## src/rtl/noc_endp_link_pkg.sv

```systemverilog
// noc_endp_link_pkg: flit field offsets, one-hot check and LAT bound for noc_endp_link
package noc_endp_link_pkg;
  localparam int LAT_MAX = 3;
  function automatic int head_bit(input int fpay, input int v);
    return fpay + v + 1;
  endfunction
  function automatic int tail_bit(input int fpay, input int v);
    return fpay + v;
  endfunction
  function automatic int vc_lsb(input int fpay, input int v);
    return fpay + 0 * v;
  endfunction
  function automatic int vc_msb(input int fpay, input int v);
    return fpay + v - 1;
  endfunction
  function automatic logic is_onehot(input logic [31:0] x);
    return (x != 32'd0) && ((x & (x - 32'd1)) == 32'd0);
  endfunction
endpackage

```

## src/rtl/noc_endp_link_pipe.sv

```systemverilog
// noc_endp_link_pipe: WIDTH x DEPTH shift register, DEPTH=0 is a plain wire
module noc_endp_link_pipe #(
  parameter int WIDTH = 1,
  parameter int DEPTH = 1
) (
  input  logic             i_clk,
  input  logic             i_rst_n,
  input  logic [WIDTH-1:0] i_d,
  output logic [WIDTH-1:0] o_q
);
  if (DEPTH == 0) begin : g_wire
    logic w_unused;
    assign w_unused = i_clk ^ i_rst_n;
    assign o_q = i_d;
  end else begin : g_reg
    logic [WIDTH-1:0] r_q [DEPTH];
    always_ff @(posedge i_clk or negedge i_rst_n)
      if (!i_rst_n) begin
        for (int i = 0; i < DEPTH; i++) r_q[i] <= '0;
      end else begin
        r_q[0] <= i_d;
        for (int i = 1; i < DEPTH; i++) r_q[i] <= r_q[i-1];
      end
    assign o_q = r_q[DEPTH-1];
  end
endmodule

```

## src/rtl/noc_endp_link.sv

```systemverilog
// noc_endp_link: LAT-stage flit/credit link between NIs and noc endpoints.
// Define NOC_ENDP_LINK_MON_EN to compile in the per-endpoint, per-VC credit monitor.
module noc_endp_link
  import noc_endp_link_pkg::*;
#(
  parameter int NE   = 4,
  parameter int V    = 2,
  parameter int Fpay = 32,
  parameter int Fw   = Fpay + V + 2,
  parameter int B    = 4,
  parameter int LAT  = 1
) (
  input  logic             clk,
  input  logic             reset,
  input  logic [NE*Fw-1:0] tile_flit_out_all,
  input  logic [NE-1:0]    tile_flit_out_wr_all,
  input  logic [NE*V-1:0]  tile_credit_out_all,
  output logic [NE*Fw-1:0] tile_flit_in_all,
  output logic [NE-1:0]    tile_flit_in_wr_all,
  output logic [NE*V-1:0]  tile_credit_in_all,
  output logic [NE*Fw-1:0] noc_flit_in_all,
  output logic [NE-1:0]    noc_flit_in_wr_all,
  output logic [NE*V-1:0]  noc_credit_in_all,
  input  logic [NE*Fw-1:0] noc_flit_out_all,
  input  logic [NE-1:0]    noc_flit_out_wr_all,
  input  logic [NE*V-1:0]  noc_credit_out_all,
  output logic [NE-1:0]    err_ovf,
  output logic [NE-1:0]    err_crd,
  output logic [NE-1:0]    err_vc,
  input  logic             err_clr
);
  localparam int PW = NE * (Fw + 1 + V);
  noc_endp_link_pipe #(.WIDTH(PW), .DEPTH(LAT)) u_inj (
    .i_clk(clk),
    .i_rst_n(reset),
    .i_d({tile_flit_out_all, tile_flit_out_wr_all, tile_credit_out_all}),
    .o_q({noc_flit_in_all, noc_flit_in_wr_all, noc_credit_in_all})
  );
  noc_endp_link_pipe #(.WIDTH(PW), .DEPTH(LAT)) u_ej (
    .i_clk(clk),
    .i_rst_n(reset),
    .i_d({noc_flit_out_all, noc_flit_out_wr_all, noc_credit_out_all}),
    .o_q({tile_flit_in_all, tile_flit_in_wr_all, tile_credit_in_all})
  );
`ifdef NOC_ENDP_LINK_MON_EN
  localparam int CW = $clog2(B + 1);
  localparam int VL = vc_lsb(Fpay, V);
  for (genvar e = 0; e < NE; e++) begin : g_ep
    logic [V-1:0] w_vc, w_ovf, w_crd;
    logic w_wr, w_bad;
    logic r_ovf, r_crd, r_vce;
    assign w_vc  = tile_flit_out_all[e*Fw+VL +: V];
    assign w_wr  = tile_flit_out_wr_all[e];
    assign w_bad = w_wr & ~is_onehot(32'(w_vc));
    for (genvar v = 0; v < V; v++) begin : g_vc
      logic [CW-1:0] r_cnt;
      logic w_dec, w_inc;
      assign w_dec    = w_wr & ~w_bad & w_vc[v];
      // credits are counted where the NI sees them, after the ejection pipe
      assign w_inc    = tile_credit_in_all[e*V+v];
      assign w_ovf[v] = w_dec & ~w_inc & (r_cnt == '0);
      assign w_crd[v] = w_inc & ~w_dec & (r_cnt == CW'(B));
      always_ff @(posedge clk or negedge reset)
        if (!reset) r_cnt <= CW'(B);
        else if (w_dec & ~w_inc & (r_cnt != '0)) r_cnt <= r_cnt - CW'(1);
        else if (w_inc & ~w_dec & (r_cnt != CW'(B))) r_cnt <= r_cnt + CW'(1);
    end
    always_ff @(posedge clk or negedge reset)
      if (!reset) begin
        r_ovf <= 1'b0;
        r_crd <= 1'b0;
        r_vce <= 1'b0;
      end else begin
        r_ovf <= (|w_ovf) | (r_ovf & ~err_clr);
        r_crd <= (|w_crd) | (r_crd & ~err_clr);
        r_vce <= w_bad | (r_vce & ~err_clr);
      end
    assign err_ovf[e] = r_ovf;
    assign err_crd[e] = r_crd;
    assign err_vc[e]  = r_vce;
  end
`else
  logic w_unused;
  assign w_unused = err_clr;
  assign err_ovf  = '0;
  assign err_crd  = '0;
  assign err_vc   = '0;
`endif
endmodule
```

## config.mk

```make
export PLATFORM = sky130hd
export DESIGN_NAME = noc_endp_link
export DESIGN_NICKNAME = d
export VERILOG_FILES = /design/src/rtl/noc_endp_link_pkg.sv /design/src/rtl/noc_endp_link_pipe.sv /design/src/rtl/noc_endp_link.sv
export SDC_FILE = /design/constraint.sdc
export NUM_CORES = 1
export LEC_CHECK = 0
export BUFFER_PORTS_ARGS = -buffer_cell sky130_fd_sc_hd__buf_2
export CORE_AREA = 3 3 250 252
export DETAILED_ROUTE_END_ITERATION = 8
export DIE_AREA = 0 0 253 255
export PLACE_DENSITY_LB_ADDON = 0.08
export SYNTH_ARGS = -nofsm -noshare
export SYNTH_HDL_FRONTEND = slang
export SYNTH_HIERARCHICAL = 1
export SYNTH_SLANG_ARGS = --single-unit
```

## constraint.sdc

```tcl
create_clock -name clk -period 0.8 [get_ports clk]
set_input_delay 0.12 -clock clk [delete_from_list [all_inputs] [get_ports clk]]
set_output_delay 0.12 -clock clk [all_outputs]
set_load 0.03 [all_outputs]
```

Word level (Yosys, flattened, before mapping)
Index checks and enable logic that the tools add are counted.
Widths: inputs -> output; s select.
Storage, ports and cells
  register bits after elaboration: 312

Logic depth before layout (Yosys ltp)
  depth in word-level cells: 0
  depth in mapped cells: 1

Hierarchy
Netlist, hierarchy kept.
By module, submodules not included
  noc_endp_link_pipe: instances 2, sequential area each 3903.7 um^2, cells each 156, area each 3903.7 um^2
  noc_endp_link: instances 1, sequential area each 0.0 um^2, cells each 13, area each 93.8 um^2

Worst setup path after synthesis
OpenSTA, ideal clock, no wires.
  kind: flip-flop to output port
  from: register u_inj.g_reg.r_q, in the netlist u_inj/o_q[0]
  to: output port noc_credit_in_all[0]
  slack: 213 ps
  arrival: 467 ps
  cell stages (with the launch flop): 1
  cell sequence: dfrtp_1
RTL lines
  start: declaration: line noc_endp_link_pipe.sv:16  | logic [WIDTH-1:0] r_q [DEPTH];
  end: declaration: line noc_endp_link.sv:23  | output logic [NE*V-1:0] noc_credit_in_all,
No word-level cell between the ends.

Final worst setup path
  from: register u_inj.g_reg.r_q, in the netlist u_inj/o_q[97]
  to: output port noc_flit_in_all[85]
RTL lines
  end: declaration: line noc_endp_link.sv:21  | output logic [NE*Fw-1:0] noc_flit_in_all,
No word-level cell between the ends.

==> run_results.csv <==
group,metric,value,unit
detailed_routing,drt_iter0_drc,114,
place,port_buffers,625,
sta,rsz0062_at_grt,"true",
die,die_h,255,µm
place,gp_congestion,0.716,
clock_tree,cts_tree,"built",
setup_path,crit_arrival,1080,ps
setup_path,critPathMaxStageDelay,390,ps
detailed_routing,dr.pass1.iters,4,
layout,final_cell_mix,"313 x dlygate4sd3_1, 312 x buf_2, 312 x buf_6, 312 x dfrtp_1, 41 x clkbuf_16",
sta,finalSetupViolations,312,
detailed_routing,totalWireLength,34.0,mm
die,die_area,0.0645,mm²
layout,areaGrowthSynthToFinish,136,%
detailed_routing,ant_nets,0,
grt,track_usage,10.2,%
sta,hold_violations,0,
grt,grt_max_degree,36,
logic_synthesis,yosysUniqueCellTypes,3,
die,core-area,0.0604,mm²
clock_tree,htree_levels,2,
worst_hold_path,min_path_type,"in2async",
setup_path,start_kind,"flip-flop",
grt,grt_pass1_wl,48.6,mm
sta,slew_viol_final,0,
setup_path,criticalPathCategory,"reg2out",
detailed_routing,drt-wirelength-per-cell,15.9,µm
logic_synthesis,ys_ff_latch,312,
layout,final_common_cell,"dlygate4sd3_1",
clock_tree,clk_path_buf_depth,3,
place,dp_slack,122,ps
grt,grt_antenna_before_repair,4,
grt,grt_pass1_vias,7782,
detailed_routing,via_count,6654,
clock_tree,clkTransAtPathRegs,50,ps
die,rows,90,
detailed_routing,drc,0,
clock_tree,cts_sinks,312,
status,violations,"negative setup slack",
logic_synthesis,synth.yosys.warnings,6,
setup_path,crit_chain,"buf_6",
logic_synthesis,syn_area_per_cell,24.3,µm²
logic_synthesis,yosysSeqAreaShare,98.8,%
sta,period_needed,1200,ps
clock_tree,post_cts_buffers,0,
layout,drive_above_1_share,52.3,%
clock_tree,cts-buffers-inserted,40,
die,die_w,253,µm
detailed_routing,via_per_inst,3.11,
sta,fmax,837,MHz
power_and_ir_drop,leakage,8.90,nW
die,initial_core_util,13.1,%
setup_path,cp-end-kind,"primary output",
setup_path,cpMaxStageDelayCell,"dfrtp_1",
power_and_ir_drop,ir_worst_vdd,0.00137,V
setup_path,critical_path_buf_inv_count,1,
logic_synthesis,synth_cells,325,
setup_path,crit_fanout,1,
sta,post-route-period-util,149,%
run,cap_viol_max_count,0,
power_and_ir_drop,total_power,40.7,mW
setup_path,worstPathRequired,680,ps
sta,timing.final.ws_setup,-395,ps
clock_tree,cts_root_buffer,"clkbuf_16",
logic_synthesis,synth_area,0.00790,mm²
layout,layout.nets,1644,
die,ios,639,
status,status,"finished, violations left",
power_and_ir_drop,power.density,2180,mW/mm²
setup_path,critPathTopFamily,"flip-flops",
place,post-dp-hpwl,25.7,mm
grt,overflow,0,
==> area by class of cell <==
cell class                      instances  area (µm²)
Sequential cell                       312        7810
Timing Repair Buffer                  963        8540
Clock inverter                         12        98.8
Fill cell                            6080       41700
Clock buffer                           60        1180
Tap cell                              782         978
Multi-Input combinational cell         12        45.0
Antenna cell                            1        2.50
==> worst max-delay path by stage <==
stage,to,cells past startpoint,start
6_report,noc_flit_in_all[85],1,u_inj/o_q[97]$_DFF_PN0_
5_1_grt,noc_flit_in_all[104],1,u_inj/o_q[116]$_DFF_PN0_
3_5_place_dp,noc_flit_in_all[104],1,u_inj/o_q[116]$_DFF_PN0_
3_3_place_gp,noc_credit_in_all[0],1,u_inj/o_q[0]$_DFF_PN0_
2_1_floorplan,noc_credit_in_all[0],0,u_inj/o_q[0]$_DFF_PN0_
4_1_cts,noc_flit_in_all[28],1,u_inj/o_q[40]$_DFF_PN0_
==> per-layer routing <==
layer	wire, µm	global-route usage, %
met5	40	0
met4	1100	4.10
met3	4100	5.31
met1	10600	9.59
met2	18100	18.7
==> through the flow <==
stage	utilization (%)	TNS (ps)	instance area [µm²]	hold WS, ps	instances
floorplan	-	0	7940	-176	336
global placement	20.3	0	12300	66.6	1756
detailed placement	20.3	0	12300	66.2	1756
CTS	30.9	-133940	18600	71.5	2141
global route	30.9	-133710	18600	85.0	2141
finish	30.9	-115290	18600	112	2142
==> synthesized netlist by cell type (all sizes together) <==
library cell	n	area, µm²
buf	12	90.1
dfrtp	312	7810
conb	1	3.75
==> cells by family (layout without fill, tap and decap cells) <==
logic type | count (synthesis) | count (layout) | synth area share [%]
buffers and inverters | 12 | 1035 | 1.14
flip-flops | 312 | 312 | 98.8
other | 1 | 13 | 0.0475
==> where the power goes <==
group          internal, mW  switching [mW]
Clock                  10.5            6.95
Combinational          3.18            3.08
Sequential             16.6           0.375
Total                  30.3            10.4
==> flip-flops by register name, indices dropped and copies added, names as in the netlist <==
name       flops
u_ej/o_q     156
u_inj/o_q    156
==> timing repair <==
item / in CTS / in global routing
resized for setup: 624 / 0
setup endpoints to repair: 312 / 312
hold buffers: 313 / 0
endpoints found under the hold margin: 624 / 0
Note: power is estimated with default switching activity, not from simulation.
